$ cat config.mk
export PLATFORM = sky130hd
export DESIGN_NAME = request_conditioner
export DESIGN_NICKNAME = d
export VERILOG_FILES = /design/src/rtl/request_conditioner.sv
export SDC_FILE = /design/constraint.sdc
export NUM_CORES = 1
export LEC_CHECK = 0
export ABC_AREA = 1
export CAP_MARGIN = 20
export CORE_MARGIN = 5
export CORE_UTILIZATION = 43
export CTS_CLUSTER_SIZE = 28
export DETAILED_ROUTE_END_ITERATION = 6
export HOLD_SLACK_MARGIN = 0.02
export PLACE_DENSITY = 0.61
export SLEW_MARGIN = 25
export SYNTH_ARGS = -nofsm -noshare
export SYNTH_HDL_FRONTEND = slang
export SYNTH_SLANG_ARGS = --single-unit
export TNS_END_PERCENT = 5
$ cat constraint.sdc
create_clock -name clock -period 1.21 [get_ports clock]
set_input_delay 0.3025 -clock clock [delete_from_list [all_inputs] [get_ports clock]]
set_output_delay 0.3025 -clock clock [all_outputs]
set_load 0.02 [all_outputs]
$ cat src/rtl/request_conditioner.sv
// request_conditioner: front end of the intersection controller.
// Each channel synchronises and debounces a raw input, then holds a sticky
// request until the matching green is seen.
// Optional build macro REQ_OVERDUE_EN adds a per-channel wait counter. The
// sticky overdue flag sets once any request has waited more than MAX_WAIT
// cycles. Without the macro, overdue is tied low.
module request_conditioner #(
    parameter int unsigned SYNC_STAGES     = 2,
    parameter int unsigned DEBOUNCE_CYCLES = 4,
    parameter int unsigned MAX_WAIT        = 25
) (
    input  logic clock,
    input  logic reset,
    input  logic ped_button_raw,
    input  logic turn_sensor_raw,
    input  logic pedestrian_green,
    input  logic turn_green,
    output logic pedestrian_button,
    output logic turn_sensor,
    output logic overdue
);

    localparam int unsigned CntW = (DEBOUNCE_CYCLES > 1) ? $clog2(DEBOUNCE_CYCLES) : 1;

    typedef enum logic [1:0] {
        StIdle    = 2'd0,
        StPending = 2'd1,
        StServing = 2'd2
    } state_e;

    // Channel 0 is pedestrian, channel 1 is turn lane.
    logic [1:0] raw;
    logic [1:0] green;
    logic [1:0] req;

    assign raw   = {turn_sensor_raw, ped_button_raw};
    assign green = {turn_green, pedestrian_green};

`ifdef REQ_OVERDUE_EN
    localparam int unsigned WaitW = $clog2(MAX_WAIT + 1) + 1;
    logic [1:0] late;
`endif

    for (genvar c = 0; c < 2; c++) begin : g_chan
        logic [SYNC_STAGES-1:0] sync_q, sync_d;
        logic                   sync;
        logic                   deb_q, deb_d;
        logic [CntW-1:0]        cnt_q, cnt_d;
        logic                   rise_q, rise_d;
        state_e                 state_q, state_d;
        logic                   req_q, req_d;

        assign sync = sync_q[SYNC_STAGES-1];

        // Shift the raw input through the synchroniser chain.
        always_comb begin
            sync_d = {sync_q[SYNC_STAGES-2:0], raw[c]};
        end

        // Debounce: the level flips only after DEBOUNCE_CYCLES consecutive disagreeing samples.
        always_comb begin
            deb_d = deb_q;
            cnt_d = '0;
            if (sync != deb_q) begin
                if (cnt_q == CntW'(DEBOUNCE_CYCLES - 1)) begin
                    deb_d = ~deb_q;
                end else begin
                    cnt_d = cnt_q + 1'b1;
                end
            end
            rise_d = deb_d & ~deb_q;
        end

        // Request FSM: a rise raises a request unless green is already on.
        always_comb begin
            state_d = state_q;
            case (state_q)
                StIdle: begin
                    if (rise_q) begin
                        state_d = green[c] ? StServing : StPending;
                    end
                end
                StPending: begin
                    if (green[c]) begin
                        state_d = StServing;
                    end
                end
                StServing: begin
                    // A button still held here must be released and pressed again.
                    if (!green[c]) begin
                        state_d = StIdle;
                    end
                end
                default: state_d = StIdle;
            endcase
            req_d = (state_d == StPending);
        end

        // Channel state registers.
        always_ff @(posedge clock or posedge reset) begin
            if (reset) begin
                sync_q  <= '0;
                deb_q   <= 1'b0;
                cnt_q   <= '0;
                rise_q  <= 1'b0;
                state_q <= StIdle;
                req_q   <= 1'b0;
            end else begin
                sync_q  <= sync_d;
                deb_q   <= deb_d;
                cnt_q   <= cnt_d;
                rise_q  <= rise_d;
                state_q <= state_d;
                req_q   <= req_d;
            end
        end

        assign req[c] = req_q;

`ifdef REQ_OVERDUE_EN
        logic [WaitW-1:0] wait_q, wait_d;

        // Saturating count of cycles spent in PENDING; cleared in any other state.
        always_comb begin
            wait_d = '0;
            if (state_q == StPending) begin
                wait_d = (wait_q == {WaitW{1'b1}}) ? wait_q : wait_q + 1'b1;
            end
        end

        // Wait counter register.
        always_ff @(posedge clock or posedge reset) begin
            if (reset) begin
                wait_q <= '0;
            end else begin
                wait_q <= wait_d;
            end
        end

        assign late[c] = (wait_d > WaitW'(MAX_WAIT));
`endif
    end

    assign pedestrian_button = req[0];
    assign turn_sensor       = req[1];

`ifdef REQ_OVERDUE_EN
    logic overdue_q, overdue_d;

    // Overdue is sticky until reset.
    always_comb begin
        overdue_d = overdue_q | (|late);
    end

    // Overdue flag register.
    always_ff @(posedge clock or posedge reset) begin
        if (reset) begin
            overdue_q <= 1'b0;
        end else begin
            overdue_q <= overdue_d;
        end
    end

    assign overdue = overdue_q;
`else
    logic unused_max_wait;
    assign unused_max_wait = ^MAX_WAIT;
    assign overdue         = 1'b0;
`endif

endmodule

==> run_results.csv, run 1 <==
group,metric,value,unit
outcome,outcome,"complete, no violations",
timing,period_minus_slack,1110,ps
job,maxCapViolCount,0,
timing,hold_ws,308,ps
timing,fin_setup_tns,0,ps
synthesis,synthTopCellsByArea,"dfrtp_1 69%, nand2_1 6.9%, inv_1 5.2%",
timing,timing.fmax,0.900,GHz
setup_path,endpoint_kind,"primary output",
cts,postCtsSetupBuffers,0,
timing,finalCritPeriodShare,91.8,%
cts,htreeDepth,1,
cells_and_area,drive_above_1_share,9.72,%
synthesis,ys_warn_count,0,
cells_and_area,nNetsFinal,81,
place,post-dp-hpwl,601,um
grt,grt_pass1_wl,1.50,mm
setup_path,startpoint_type,"register",
synthesis,ys_ff_latch,18,
cells_and_area,fin_util,52.0,%
setup_path,cpLargestDelayFamily,"flip-flops",
detailed_routing,postRouteAntennaNets,0,
detailed_routing,drc,0,
synthesis,syn_area_per_cell,10.6,um2
die,die_h,48.8,um
grt,grt_overflow,0,
timing,hold_viol_final,0,
timing,finClkSkew,5.84,ps
cts,postCtsResizedCells,8,
synthesis,syn_inst,61,
setup_path,slowest_stage,"dfrtp_1",
die,coreArea,0.00147,mm2
cts,clkSinkCount,18,
cells_and_area,final_common_cell,"dfrtp_1",
synthesis,synth_top_area_share,69.5,%
detailed_routing,viasPerCell,4.36,
synthesis,synth.distinct_cells,11,
cts,cts_buffers,3,
die,fp.dieW,48.8,um
synthesis,synth_area,648,um2
power_and_ir_drop,ir_drop,1.10,mV
cts,cts_root_buf,"clkbuf_4",
detailed_routing,dr.pass1.iters,2,
setup_path,critPathMaxStageDelay,370,ps
cts,hold_buffers,0,
power_and_ir_drop,seqPwrFrac,55.6,%
setup_path,cp_data_required_time,910,ps
timing,setup_violations,0,
cts,cts_max_path_buffers,2,
place,gp_congestion,0.645,
cells_and_area,final_cell_mix,"18 x dfrtp_1, 12 x nand2_1, 9 x inv_1, 8 x nor2_1, 5 x clkdlybuf4s50_1",
power_and_ir_drop,internal_power,1030,uW
setup_path,cp.arrival,810,ps
cells_and_area,syn2layout_area_growth,18.0,%
timing,slew_violations,0,
place,portBuffers,7,
die,rows,14,
grt,first_global_vias,368,
synthesis,synth_fp_nets,69,
die,initial_core_util,44.0,%
cells_and_area,antenna_cells,0,
grt,grt_max_degree,19,
detailed_routing,wl_per_cell,9.18,um
setup_path,crit_fanout,1,
power_and_ir_drop,p_sw_share,27.7,%
synthesis,synth_top_area_cell,"dfrtp_1",
cts,path_clk_slew,100,ps
synthesis,yosysSeqAreaShare,69.5,%
cts,cts_tree,"yes",
power_and_ir_drop,p_switching,392,uW
grt,antenna_found_initial,0,
cts,clk_latency,290,ps
die,io_pins,9,
timing,rsz0062_at_grt,"false",
power_and_ir_drop,power.leakage,0.000403,uW
power_and_ir_drop,comb_power_share,19.0,%
worst_hold_path,hold_class,"in -> async",
detailed_routing,wirelength,808,um
power_and_ir_drop,p_total,1420,uW
detailed_routing,vias,384,
detailed_routing,drtIter0Drc,4,
power_and_ir_drop,powerDensity,1860,mW/mm2
setup_path,path_class,"reg -> out",
power_and_ir_drop,clockPowerShare,25.4,%
grt,grt_use_total,8.28,%
setup_path,critPathBufInv,1,
die,die-area,0.00238,mm2
setup_path,crit_chain,"buf_2",
## area by class of cell
type | instances | area [um2]
Multi-Input combinational cell | 33 | 156
Timing Repair Buffer | 8 | 67.6
Inverter | 9 | 33.8
Tap cell | 16 | 20.0
Clock buffer | 4 | 36.3
Sequential cell | 18 | 450
Fill cell | 139 | 707
## cells by family after synthesis
kind of cell    after synthesis  share of synthesized area, %
other cells                   1                         0.579
compound gates                4                          3.09
flops                        18                          69.5
simple gates                 26                          16.6
fa+ha+maj                     2                          3.86
buf+inv                      10                          6.37
## Yosys cell counts
cell and instances:
a21oi_1 2, nor3_1 4, o21ai_0 2, buf_4 1, ha_1 2, dfrtp_1 18, nand2_1 12, inv_1 9
conb_1 1, nor2_1 8, or2_0 2
## sequential cells by signal, indices dropped and copies added (netlist names)
register           count
turn_sensor            1
g_chan.sync_q          4
g_chan.deb_q           2
g_chan.cnt_q           4
g_chan.rise_q          2
pedestrian_button      1
g_chan.state_q         4
## layer usage
layer	GRT usage, %	routed length (um)	vias up	part of all wire (%)
met3	3.98	65	4	8.0
met2	10.0	302	9	37
met1	10.9	409	167	51
met5	0	0	-	0
li1	-	-	204	-
met4	6.73	31	0	3.8
## stage by stage
step	instances	setup slack, ps	cell area (um2)
after floorplan	61	288	648
after detailed placement	84	10.1	738
final	88	99.1	764
after global routing	88	54.3	764
after global placement	84	16.4	738
after CTS	88	87.6	764
## worst paths after layout
path | start | end | slack (ps) | cells past startpoint
max | pedestrian_button | pedestrian_button | 100 | 1
min | reset | turn_sensor | 310 | 3
max reg2reg | g_chan[0].cnt_q[0] | g_chan[0].cnt_q[0] | 210 | 3
min reg2reg | g_chan[1].sync_q[0] | g_chan[1].sync_q[1] | 360 | 0
max in group asynchronous | reset | g_chan[0].cnt_q[1] | 710 | 3
min in group clock | g_chan[1].sync_q[0] | g_chan[1].sync_q[1] | 360 | 0
## power groups by stage
stage | registers [uW] | logic [uW] | clock network, uW
final | 789 | 269 | 360
after global routing | 807 | 320 | 398
after CTS | 791 | 275 | 374
after detailed placement | 804 | 280 | 0
after global placement | 797 | 265 | 0
after floorplan | 797 | 202 | 0
No activity file was read; power rests on OpenSTA's default activity.
==> inputs of run 2 (changes only) <==
CAP_MARGIN = 25   (was 20)
==> results of run 2 <==
Final layout, timing and power as in run 1 (identical DEF).
